### config.mk
export PLATFORM = sky130hd
export DESIGN_NAME = score_glyph_loader
export DESIGN_NICKNAME = d
export VERILOG_FILES = /design/src/rtl/score_glyph_loader.sv
export SDC_FILE = /design/constraint.sdc
export NUM_CORES = 1
export LEC_CHECK = 0
export BUFFER_PORTS_ARGS = -buffer_cell sky130_fd_sc_hd__clkbuf_2
export CAP_MARGIN = 20
export CORE_AREA = 5 5 123 212
export CTS_CLUSTER_DIAMETER = 200
export CTS_CLUSTER_SIZE = 8
export DETAILED_ROUTE_END_ITERATION = 7
export DIE_AREA = 0 0 128 217
export PLACE_DENSITY_LB_ADDON = 0.2
export SLEW_MARGIN = 20
export SYNTH_ARGS = -nofsm -noshare
export SYNTH_HDL_FRONTEND = slang
export SYNTH_SLANG_ARGS = --single-unit
### constraint.sdc
create_clock -name clk -period 3.65 [get_ports clk]
set_input_delay 0.73 -clock clk [delete_from_list [all_inputs] [get_ports clk]]
set_output_delay 0.73 -clock clk [all_outputs]
set_load 0.02 [all_outputs]
### src/rtl/score_glyph_loader.sv
`default_nettype none
// ============================================================================
// Module      : score_glyph_loader
// Description : Converts a binary score to 4 BCD digits (sequential
//               double-dabble), fetches their glyphs from font_rom and commits
//               them atomically with a leading-zero blank mask.
// Revision    : 1.0 - initial release
// ============================================================================
module score_glyph_loader (
    input  logic        clk,
    input  logic        reset_n,
    input  logic        score_valid,
    output logic        score_ready,
    input  logic [13:0] score,
    output logic [3:0]  rom_addr,
    input  logic [31:0] rom_data,
    output logic [31:0] glyph3,
    output logic [31:0] glyph2,
    output logic [31:0] glyph1,
    output logic [31:0] glyph0,
    output logic [3:0]  blank_mask,
    output logic        glyphs_valid,
    output logic        update_done
);

    typedef enum logic [1:0] {
        S_IDLE    = 2'd0,
        S_CONVERT = 2'd1,
        S_FETCH   = 2'd2,
        S_DRAIN   = 2'd3
    } state_t;

    localparam logic [13:0] c_SCORE_MAX  = 14'd9999;
    localparam logic [3:0]  c_LAST_STEP  = 4'd13;
    localparam logic [3:0]  c_MASK_RESET = 4'b1110;

    state_t      r_state;
    state_t      w_state_next;
    logic [13:0] r_bin;
    logic [15:0] r_bcd;
    logic [3:0]  r_step;
    logic [1:0]  r_k;
    logic [31:0] r_shadow3;
    logic [31:0] r_shadow2;
    logic [31:0] r_shadow1;

    logic [13:0] w_sat;
    logic [15:0] w_adj;
    logic [29:0] w_shift;
    logic [3:0]  w_digit;
    logic [3:0]  w_mask;

    assign w_sat   = (score > c_SCORE_MAX) ? c_SCORE_MAX : score;
    assign w_shift = {w_adj, r_bin} << 1;
    // Digit (3-k): for a 2-bit k, 3-k equals ~k.
    assign w_digit = r_bcd[{~r_k, 2'b00} +: 4];

    always_comb begin
        w_adj = r_bcd;
        for (int i = 0; i < 4; i++) begin
            if (r_bcd[4*i +: 4] >= 4'd5) begin
                w_adj[4*i +: 4] = r_bcd[4*i +: 4] + 4'd3;
            end
        end
    end

    always_comb begin
        w_mask    = 4'b0000;
        w_mask[3] = (r_bcd[15:12] == 4'd0);
        w_mask[2] = w_mask[3] && (r_bcd[11:8] == 4'd0);
        w_mask[1] = w_mask[2] && (r_bcd[7:4] == 4'd0);
    end

    always_ff @(posedge clk or negedge reset_n) begin
        if (!reset_n) begin
            r_state <= S_IDLE;
        end else begin
            r_state <= w_state_next;
        end
    end

    always_comb begin
        w_state_next = r_state;
        score_ready  = 1'b0;
        rom_addr     = 4'd0;
        case (r_state)
            S_IDLE: begin
                score_ready = 1'b1;
                if (score_valid) begin
                    w_state_next = S_CONVERT;
                end
            end
            S_CONVERT: begin
                if (r_step == c_LAST_STEP) begin
                    w_state_next = S_FETCH;
                end
            end
            S_FETCH: begin
                rom_addr = w_digit;
                if (r_k == 2'd3) begin
                    w_state_next = S_DRAIN;
                end
            end
            S_DRAIN: begin
                w_state_next = S_IDLE;
            end
            default: begin
                w_state_next = S_IDLE;
            end
        endcase
    end

    always_ff @(posedge clk or negedge reset_n) begin
        if (!reset_n) begin
            r_bin        <= '0;
            r_bcd        <= '0;
            r_step       <= '0;
            r_k          <= '0;
            r_shadow3    <= '0;
            r_shadow2    <= '0;
            r_shadow1    <= '0;
            glyph3       <= '0;
            glyph2       <= '0;
            glyph1       <= '0;
            glyph0       <= '0;
            blank_mask   <= c_MASK_RESET;
            glyphs_valid <= 1'b0;
            update_done  <= 1'b0;
        end else begin
            update_done <= 1'b0;
            case (r_state)
                S_IDLE: begin
                    if (score_valid) begin
                        r_bin  <= w_sat;
                        r_bcd  <= '0;
                        r_step <= '0;
                        r_k    <= '0;
                    end
                end
                S_CONVERT: begin
                    r_bcd  <= w_shift[29:14];
                    r_bin  <= w_shift[13:0];
                    r_step <= r_step + 4'd1;
                end
                S_FETCH: begin
                    r_k <= r_k + 2'd1;
                    // rom_data now holds the glyph addressed in the previous cycle.
                    case (r_k)
                        2'd1:    r_shadow3 <= rom_data;
                        2'd2:    r_shadow2 <= rom_data;
                        2'd3:    r_shadow1 <= rom_data;
                        default: ;
                    endcase
                end
                S_DRAIN: begin
                    glyph3       <= r_shadow3;
                    glyph2       <= r_shadow2;
                    glyph1       <= r_shadow1;
                    glyph0       <= rom_data;
                    blank_mask   <= w_mask;
                    glyphs_valid <= 1'b1;
                    update_done  <= 1'b1;
                end
                default: ;
            endcase
        end
    end

endmodule
`default_nettype wire
### Word level (Yosys, flattened, before mapping)

Index checks and enable logic that the tools add are counted.

* add/subtract/negate cells: 6
* equal/unequal tests: 10
* bitwise gates (word level): 1
* magnitude comparators: 5
* multiplexer cells: 20
* shift-type cells: 1
* reduce and logical (&&, ||, !) cells: 14

Operators with widths (count)
* case mux 16 bit (2 select lines): 1
* two-way mux 14 bit: 2
* case mux 14 bit (2 select lines): 1
* two-way mux 4 bit: 5
* greater-or-equal comparator 4 x 3 -> 1 bit, second input constant: 4
* two-way mux 16 bit: 1
* variable part select 16 x 5 -> 4 bit: 1
* greater-than comparator 14 bit, second input constant: 1
* adder 4 x 2 -> 4 bit, second input constant: 3
* logical NOT 4 bit: 3
* AND reduction 2 bit: 5
* equality test 2 bit, second input constant: 4
* two-way mux 2 bit: 4
* case mux 2 bit (4 select lines): 1
* case mux 4 bit (2 select lines): 1
* != test 2 bit, second input constant: 3
* adder 4 x 1 -> 4 bit, second input constant: 1
* equality test 2 x 1 -> 1 bit, second input constant: 2
* equality test 4 bit, second input constant: 1
* case mux 2 bit (2 select lines): 1
* nonzero test 2 bit: 2
* adder 3 x 2 -> 3 bit, second input constant: 1
* two-way mux 3 bit: 1
* AND reduction 3 bit: 1
* other kinds (5): 7

* output and inout bits: 139
* register bits: 267
* input port bits: 49

### Depth between registers and ports, before layout

* depth in word-level cells: 4
* gate-level depth with buffers: 7
* gate-level depth less buffers: 6

### Least setup slack after synthesis

No wires, ideal clock.

* path type: flip-flop to output port
* from: register r_k[0]
* to: output port rom_addr[2]
* path buffers: 1
* path slack: 1.672 ns
* stages on the path, launching flop included: 4
* data required time: 2.920 ns
* arrival time: 1.248 ns
* cell sequence: dfrtp_1 -> buf_2 -> mux4_2 -> and2_1

* cells in the longest elaborated chain, start to end: 3

RTL lines
* from (decl): RTL line 42 `logic [1:0] r_k;`
* from (signal assigned): RTL line 146 `r_k <= r_k + 2'd1;`
* NOT 2 bit: RTL line 56 `assign w_digit = r_bcd[{~r_k, 2'b00} +: 4];`
* variable part select 16 x 5 -> 4 bit: RTL line 56
* two-way mux 4 bit: RTL line 86 `case (r_state)`
* to (decl): RTL line 15 `output logic [3:0] rom_addr,`

Every way passes these cells.

### Final worst setup path

Ends and elaborated chain as after synthesis.

==> flow_summary.ini <==
[routing]
post-route-drc-count = 0
ant_nets = 0
viasPerCell = 5.21
route.detailed.wl_per_inst_um = 18.6
vias = 6371
first_iter_violations = 253
dr.pass1.iters = 4
wl_um = 22700

[logic_synthesis]
syn_area_um2 = 10600
synth_edf_count = 0
ys_seq_elements = 267
postSynthAreaPerCell_um2 = 15.0
synthCells = 707
syn-num-nets = 775
synthArstFlopShare_pct = 100
synth_cell_types = 39
synth_seq_area_share_pct = 62.9
ys.flop_type = dfrtp_1
yosys_warnings = 0

[layout]
nFillCells = 2115
layout.nets = 976
diodes = 0
syn2layout_area_growth_pct = 21.8
stdcell_area_um2 = 12900
drive_above_1_share_pct = 52.0
final_common_cell = dfrtp_1
final_cell_mix = 264 x dfrtp_1, 227 x mux2_2, 185 x clkbuf_2

[pwr]
power_leakage_nw = 5.89
seq_power_share_pct = 39.8
clockPowerShare_pct = 23.8
p_int_mw = 8.66
peakVddDrop_mv = 0.505
powerDensity_nw_per_um2 = 1020
sw_frac_of_total_pct = 34.4
pwr-share-comb_pct = 36.4
p_sw_mw = 4.53

[timing]
min_period_ns = 2.70
fin_setup_tns_ns = 0
final-hold-violation-count = 0
setup_viol = 0
rsz0062_at_grt = no
finClkSkew_ns = 0.0148
drv_slew = 0
period_share_pct = 74.0
fmax_ghz = 0.370
tightestPinTransition_ns = 1.01
relSlewSlack_pct = 32.1

[clock_tree]
post_cts_resized = 0
clk_latency_ns = 0.51
htreeDepth = 2
root_buffer = clkbuf_16
cts_tree = yes
numCtsBuffers = 39
cts_buffer_depth = 3
clock-sinks = 267
cts_setup_buffers = 0
clk_pin_slew_ns = 0.05
cts.hold.buffers_added = 0

[place]
routabilityCongestion = 0.786
postPlaceCellArea_um2 = 11900
port_buffers = 186
hpwl_um = 15200

[die]
core_region_area_um2 = 24000
die_h_um = 217
rows = 75
dieArea_um2 = 27800
initial_core_util_pct = 44.2
die_w_um = 128
num_io_pins = 188

[worst_setup_path]
critPathCaptureType = output port
timing_worst_setup_path_type = flip-flop to output port
r2r_cells = 4
crit_chain = mux4_2 -> and2_1 -> clkbuf_2
critPathRequiredTime_ns = 2.92
arrival_ns = 1.97
cp_num_buf_inv = 1
max_stage_delay_ns = 0.56
worstPathMaxFanout = 9
r2r-start = r_state[0]
rr_endpoint = r_shadow1[18]
crit_cells = 3
ff2ff_setup_slack_ns = 1.40
critical_path.slowest_cell = dfrtp_1
critPathCapture = rom_addr[2]
cp-start-kind = flip-flop
setup.worst_path.start = r_k[0]
crit_family = flip-flops

[run_status]
outcome = completed

[grt]
antenna_found_initial = 0
grt_start_max_net_pins = 79
grt_pass1_vias = 7040
grt_use_met3_pct = 3.95
grtUsageMet2_pct = 30.2
grtUsageTotal_pct = 17.0
grt_pass1_wl_um = 37500
top_usage_layer = met2
use_met1_pct = 19.7
overflow = 0

[run]
drv_cap = 0

[worst_hold_path]
hp-class = primary input to async pin
layout make-up:
type,count,area (µm²),share of cell area (%)
Sequential cell,267,6690,51.7
Multi-Input combinational cell,389,3720,28.7
Clock buffer,47,1050,8.10
Timing Repair Buffer,193,1030,7.97
Tap cell,308,385,2.98
Inverter,18,67.6,0.522
Clock inverter,1,7.51,0.0580
power groups by stage:
| stage | Combinational, mW | Clock (mW) | Sequential [mW] |
|---|---|---|---|
| final | 4.80 | 3.14 | 5.25 |
| after global routing | 5.25 | 3.38 | 5.45 |
| after CTS | 4.92 | 3.25 | 5.28 |
| after detailed placement | 4.91 | 0 | 5.32 |
| after global placement | 4.81 | 0 | 5.26 |
| after floorplan | 2.53 | 0 | 6.05 |
sequential cells by signal, indices dropped and copies added (netlist names):
register and count:
blank_mask 3, glyph0 32, glyph1 32, glyph2 32, glyph3 32, glyphs_valid 1
r_bcd 16, r_bin 14, r_k 2, r_shadow1 32, r_shadow2 32, r_shadow3 32
r_state 2, r_step 4, update_done 1
worst min path at each step:
stage | start | end | slack, ns | cells after the start
2_1_floorplan | reset_n | glyph0[0] | 0.43 | 0
6_report | reset_n | r_bin[3] | 0.19 | 1
5_1_grt | reset_n | r_bin[5] | 0.22 | 1
4_1_cts | reset_n | r_bin[3] | 0.21 | 1
3_3_place_gp | glyphs_valid | glyphs_valid | 0.45 | 1
3_5_place_dp | glyphs_valid | glyphs_valid | 0.45 | 1
Yosys cell counts, types with 4 or more instances:
cell      count  area [µm²]
dfrtp_1     264        6610
mux2_2      227        2560
buf_2        29         145
nand2_1      23        86.3
ha_1         19         238
inv_1        18        67.6
nor2_1       16        60.1
o22ai_1      16         100
o21ai_0      14        70.1
a21oi_1       7        35.0
nand2b_1      6        37.5
a22o_1        5        43.8
nor3_1        5        25.0
a21o_1        4        30.0
a32o_1        4        40.0
and2_1        4        25.0
mux4_2        4        90.1
o31ai_1       4        30.0
xnor2_1       4        35.0
routing by layer:
| metal | share of wire [%] | routed length (µm) |
|---|---|---|
| met4 | 3.5 | 794 |
| met3 | 5.3 | 1210 |
| met2 | 53 | 12100 |
| met5 | 0 | 0 |
| met1 | 38 | 8620 |
cell families after synthesis:
logic type,synth area share [%]
DFF,62.9
AOI/OAI and AO/OA,3.96
xor gates and xnor gates,0.577
other,0.0353
and+or+nand+nor,2.98
buffers and inverters,2.32
adders and majority gates,2.24
muxes,25.0
through the flow:
stage / instances / power, mW / util, % / worst slack [ns] / hold slack, ns
6_report: 1223 / 13.2 / 53.9 / 0.948 / 0.187
3_3_place_gp: 1175 / 10.1 / 49.5 / 1.41 / 0.448
5_1_grt: 1223 / 14.1 / 53.9 / 0.876 / 0.216
2_1_floorplan: 707 / 8.58 / - / 1.67 / 0.434
3_5_place_dp: 1175 / 10.2 / 49.5 / 1.35 / 0.450
4_1_cts: 1223 / 13.4 / 53.9 / 0.927 / 0.211
(Power assumes the default switching activity.)
